[config.mk]
export PLATFORM = sky130hd
export DESIGN_NAME = uart_tx_arbiter
export DESIGN_NICKNAME = d
export VERILOG_FILES = /design/src/rtl/uart_tx_arbiter.sv
export SDC_FILE = /design/constraint.sdc
export NUM_CORES = 1
export LEC_CHECK = 0
export ABC_CLOCK_PERIOD_IN_PS = 3500
export BUFFER_PORTS_ARGS = -buffer_cell sky130_fd_sc_hd__buf_2
export CAP_MARGIN = 20
export CORE_ASPECT_RATIO = 0.5
export CORE_UTILIZATION = 50
export CTS_BUF_LIST = sky130_fd_sc_hd__clkbuf_8
export DETAILED_ROUTE_END_ITERATION = 16
export MAX_ROUTING_LAYER = met4
export PLACE_DENSITY = 0.84
export SLEW_MARGIN = 25
export SYNTH_ARGS = -nofsm -noshare
export SYNTH_HDL_FRONTEND = slang
export SYNTH_SLANG_ARGS = --single-unit
[constraint.sdc]
create_clock -name clk -period 3.5 [get_ports clk]
set_clock_uncertainty 0.15 [all_clocks]
set_input_delay 0.35 -clock clk [delete_from_list [all_inputs] [get_ports clk]]
set_output_delay 0.35 -clock clk [all_outputs]
set_load 0.02 [all_outputs]
[src/rtl/uart_tx_arbiter.sv]
// Round-robin, packet-granular arbiter sharing one UART transmitter among NUM_REQ byte streams.
// Optional per-grant header frame (8'hA0 | requester index) when UART_ARB_HEADER_EN is defined.
module uart_tx_arbiter #(
  parameter int NUM_REQ   = 4,
  parameter int MAX_BURST = 16
) (
  input  logic                 clk,
  input  logic                 rst,
  input  logic [NUM_REQ-1:0]   req_valid,
  input  logic [8*NUM_REQ-1:0] req_data,
  input  logic [NUM_REQ-1:0]   req_last,
  output logic [NUM_REQ-1:0]   req_ready,
  output logic [7:0]           tx_val,
  output logic                 tx_start,
  input  logic                 tx_done,
  output logic [NUM_REQ-1:0]   grant,
  output logic                 busy
);
  localparam int IDX_W = $clog2(NUM_REQ);

  typedef enum logic [2:0] {
    S_IDLE,
    S_SEND,
    S_WAIT_ACK,
`ifdef UART_ARB_HEADER_EN
    S_HDR,
`endif
    S_WAIT_DONE
  } state_t;

  state_t             state, state_n;
  logic [NUM_REQ-1:0] grant_n;
  logic [IDX_W-1:0]   gidx, gidx_n, ptr, ptr_n, pick, cand;
  logic [7:0]         burst_cnt, burst_n, tx_val_n, sel_data;
  logic               last_flag, last_n, tx_start_n, found;
`ifdef UART_ARB_HEADER_EN
  logic               hdr_flag, hdr_n;
`endif

  function automatic logic [IDX_W-1:0] wrap_idx(input logic [IDX_W-1:0] base, input int off);
    int s;
    s = int'(base) + off;
    if (s >= NUM_REQ) s = s - NUM_REQ;
    return IDX_W'(s);
  endfunction

  assign sel_data  = req_data[{gidx, 3'b000} +: 8];
  assign req_ready = (state == S_SEND && tx_done) ? grant : '0;
  assign busy      = (state != S_IDLE);

  always_ff @(posedge clk) begin
    if (rst) begin
      state     <= S_IDLE;
      grant     <= '0;
      gidx      <= '0;
      ptr       <= '0;
      burst_cnt <= '0;
      last_flag <= 1'b0;
      tx_val    <= '0;
      tx_start  <= 1'b0;
`ifdef UART_ARB_HEADER_EN
      hdr_flag  <= 1'b0;
`endif
    end else begin
      state     <= state_n;
      grant     <= grant_n;
      gidx      <= gidx_n;
      ptr       <= ptr_n;
      burst_cnt <= burst_n;
      last_flag <= last_n;
      tx_val    <= tx_val_n;
      tx_start  <= tx_start_n;
`ifdef UART_ARB_HEADER_EN
      hdr_flag  <= hdr_n;
`endif
    end
  end

  always_comb begin
    state_n    = state;
    grant_n    = grant;
    gidx_n     = gidx;
    ptr_n      = ptr;
    burst_n    = burst_cnt;
    last_n     = last_flag;
    tx_val_n   = tx_val;
    tx_start_n = 1'b0;
    found      = 1'b0;
    pick       = '0;
    cand       = '0;
`ifdef UART_ARB_HEADER_EN
    hdr_n      = hdr_flag;
`endif
    // First valid requester at or after the pointer, wrapping.
    for (int i = 0; i < NUM_REQ; i++) begin
      cand = wrap_idx(ptr, i);
      if (!found && req_valid[cand]) begin
        found = 1'b1;
        pick  = cand;
      end
    end

    case (state)
      S_IDLE: begin
        if (found) begin
          grant_n       = '0;
          grant_n[pick] = 1'b1;
          gidx_n        = pick;
          burst_n       = '0;
`ifdef UART_ARB_HEADER_EN
          state_n       = S_HDR;
`else
          state_n       = S_SEND;
`endif
        end
      end
`ifdef UART_ARB_HEADER_EN
      S_HDR: begin
        if (tx_done) begin
          tx_val_n   = 8'hA0 | 8'(gidx);
          tx_start_n = 1'b1;
          hdr_n      = 1'b1;
          state_n    = S_WAIT_ACK;
        end
      end
`endif
      S_SEND: begin
        if (tx_done && req_valid[gidx]) begin
          tx_val_n   = sel_data;
          tx_start_n = 1'b1;
          last_n     = req_last[gidx] | (burst_cnt == 8'(MAX_BURST - 1));
          burst_n    = burst_cnt + 8'd1;
          state_n    = S_WAIT_ACK;
        end
      end
      S_WAIT_ACK: begin
        if (!tx_done) state_n = S_WAIT_DONE;
      end
      S_WAIT_DONE: begin
        if (tx_done) begin
`ifdef UART_ARB_HEADER_EN
          if (hdr_flag) begin
            hdr_n   = 1'b0;
            state_n = S_SEND;
          end else
`endif
          if (last_flag) begin
            ptr_n   = wrap_idx(gidx, 1);
            grant_n = '0;
            state_n = S_IDLE;
          end else begin
            state_n = S_SEND;
          end
        end
      end
      default: state_n = S_IDLE;
    endcase
  end
endmodule

==> impl_metrics.tcl <==
set metrics [dict create \
    run_status "completed" \
    drt_pre_antenna_iters 11 \
    cts.sinks 28 \
    detailroute.via_count 1628 \
    numCtsBuffers 3 \
    grt_start_max_net_pins 22 \
    syn_area_per_cell_um2 9.30 \
    grt_setup_unrepaired "no" \
    floorplan.die.height_um 42.2 \
    initial_antenna_violation_count 0 \
    worstPathCellList "mux4_2 -> and2_1 -> o21ai_0 -> o31ai_1" \
    dpl_hpwl_um 3150 \
    floorplan.core_area_um2 3050 \
    netlist-cell-type-count 40 \
    synthToLayoutAreaGrowth_pct 22.3 \
    final_layout_size_suffix_gt1_share_pct 32.2 \
    critPathBufInv 0 \
    crit_fanout 12 \
    crit_path_max_incr_delay_ps 690 \
    ys_async_sr_fraction_pct 0 \
    io_pins 61 \
    cellLeakagePower_nw 0.847 \
    slowest_stage "sky130_fd_sc_hd__dfxtp_1" \
    drt-vias-per-instance 6.03 \
    antenna_violating_nets_post_route 0 \
    maxSlewViolCount 0 \
    drcViolationCount 0 \
    synth.yosys.warnings 0 \
    power_per_cell_area_nw_per_um2 503 \
    gp_routability_congestion 0.892 \
    die_x_um 82.5 \
    synth_edf_count 0 \
    synthTopCellsByArea "sky130_fd_sc_hd__dfxtp_1 (35%), sky130_fd_sc_hd__mux4_2 (13%), sky130_fd_sc_hd__a21oi_1 (4.6%)" \
    worst_ep_required_ps 3550 \
    post-cts-setup-buffer-count 0 \
    ctsRootBufferMaster "sky130_fd_sc_hd__clkbuf_8" \
    hold_class "flip-flop to flip-flop" \
    post-synth-top-area-cell "sky130_fd_sc_hd__dfxtp_1" \
    final_cells 270 \
    syn_inst 174 \
    holdBufCountCts 0 \
    cts.repair.resized 0 \
    dominantRegCellSynth "sky130_fd_sc_hd__dfxtp_1" \
    drt_wl_total_um 4160 \
    maxCapViolations 0 \
    final_hold_viol_count 0 \
    setup_tns_ps 0 \
    yosysSeqAreaShare_pct 34.6 \
    route.detailed.wl_per_inst_um 15.4 \
    cts_buffer_depth 2 \
    floorplan.initialDensity_pct 53.1 \
    timing.slew.headroom_pct 62.8 \
    synth.top_cell.area_share_pct 34.6 \
    report.final.setup_viol 0 \
    worst_setup_path_end_kind "flip-flop" \
    synth.ff_latch_count 28 \
    first_global_vias 1489 \
    worstRegToRegCells 4 \
    clock_transition_at_the_registers_of_the_reported_paths_ps 90 \
    hold_path_depth 2 \
    critPathTopFamily "flip-flops" \
    finalWorstPathRequiredPeriod_ps 2170 \
    grt_first_pass_wirelength_um 6630 \
    netlist_area_um2 1620 \
    worstSetupPathDepth 4 \
    nNetsFinal 280 \
    placementRows 14 \
    number_of_nets_in_the_synthesized_netlist 222 \
    worst-slew-pin-transition_ps 554 \
    timing.setup.critical_path_class "flip-flop to flip-flop" \
    cts_tree "built" \
    grt_overflow 0 \
    cp.arrival_ps 2210 \
    die_area_um2 3480 \
    max-vdd-ir-drop_uv 261 \
    fmax_mhz 462 \
    placedCellCount 267 \
    port_buffers 60 \
    first_iter_violations 99 \
    critical_path.startpoint_type "flip-flop" \
    insertion_delay_ps 280 \
    antenna-diode-count 0 \
    global_route.usage.total_pct 26.3 \
    finalCritPeriodShare_pct 61.9 \
    cts-htree-levels 1 \
]
cell usage after synthesis, types with 6 or more instances:
cell type / number
sky130_fd_sc_hd__nor2_1: 6
sky130_fd_sc_hd__and3_1: 6
sky130_fd_sc_hd__nand2_1: 19
sky130_fd_sc_hd__a211oi_1: 6
sky130_fd_sc_hd__dfxtp_1: 28
sky130_fd_sc_hd__o31ai_1: 7
sky130_fd_sc_hd__inv_1: 11
sky130_fd_sc_hd__a21oi_1: 15
sky130_fd_sc_hd__mux4_2: 9
placed cells by master (no fill, tap or decap), drive strengths merged:
master,instances
o311ai,2
buf,61
clkbuf,3
xnor2,1
nor4,1
nand3,3
o22a,1
a32o,5
a21oi,16
and3,6
nor3,2
o31a,1
dfxtp,28
inv,11
a21boi,4
mux2i,1
ha,5
a211oi,6
nor2b,2
nor2,6
a21o,3
or4,5
o21ai,3
o22ai,1
nand4,3
a211o,1
and2,5
nand2b,4
o21a,1
o21bai,1
nand3b,1
mux4,10
o221ai,1
nand2,19
o31ai,7
area by class of cell:
type | instances | area, µm²
flip-flops and latches | 28 | 561
repair buffers | 61 | 308
clock buffers | 3 | 41.3
well taps | 40 | 50.0
inverters | 11 | 41.3
fillers | 269 | 1070
multi-input cells | 127 | 978
sequential cells by signal, indices dropped and copies added (netlist names):
signal	flops
ptr	2
gidx	2
last_flag	1
tx_start	1
grant	4
tx_val	8
state	2
burst_cnt	8
report_power, final:
part	switching [mW]	leakage, nW	total [mW]	internal (mW)
sequential	0.0300	0.227	0.383	0.353
combinational	0.267	0.598	0.437	0.170
clock	0.0990	0.0216	0.177	0.0775
total	0.396	0.847	0.996	0.601
path summary, 6_finish.rpt:
| path | from | end | slack [ps] |
|---|---|---|---|
| min reg2reg | tx_val[2]$_SDFFE_PP0P_ | tx_val[2]$_SDFFE_PP0P_ | 300 |
| min | tx_val[2]$_SDFFE_PP0P_ | tx_val[2]$_SDFFE_PP0P_ | 300 |
| max | gidx[1]$_SDFFE_PP0P_ | burst_cnt[2]$_SDFFE_PP0P_ | 1330 |
| max reg2reg | gidx[1]$_SDFFE_PP0P_ | burst_cnt[2]$_SDFFE_PP0P_ | 1330 |
metrics by stage:
stage / worst slack, ps / power, mW / utilization (%) / area, µm² / hold WS (ps)
2_1_floorplan: 1650 / 0.714 / - / 1620 / 301
3_3_place_gp: 1480 / 0.795 / 63.6 / 1940 / 286
3_5_place_dp: 1400 / 0.819 / 63.6 / 1940 / 290
4_1_cts: 1400 / 0.990 / 64.9 / 1980 / 302
5_1_grt: 1200 / 1.05 / 64.9 / 1980 / 326
6_report: 1330 / 0.996 / 64.9 / 1980 / 303
routing by layer:
metal  wire length [µm]  vias to the layer above  global-route usage (%)
met1               1760                      767                    32.2
met2               2060                       68                    40.5
met3                217                       14                    5.43
met4                125                        0                    14.7
li1                   -                      779                       -
met5                  0                        -                       -
cells by family (layout without fill, tap and decap cells):
family | Yosys count | in the layout | share of synthesized area [%]
buffers and inverters | 19 | 75 | 4.95
adder cells (fa/ha/maj) | 5 | 5 | 3.86
AO/OA/AOI/OAI | 53 | 53 | 23.0
multiplexers | 11 | 11 | 14.8
XOR/XNOR | 1 | 1 | 0.541
flip-flops | 28 | 28 | 34.6
AND/OR/NAND/NOR | 57 | 57 | 18.2
tightest hold or removal path, cell delays in order, from the launching register on:
cell	delay, ps
sky130_fd_sc_hd__dfxtp_1	310
sky130_fd_sc_hd__nand2_1	50
sky130_fd_sc_hd__a21oi_1	50
Note: power is estimated with default switching activity, not from simulation.
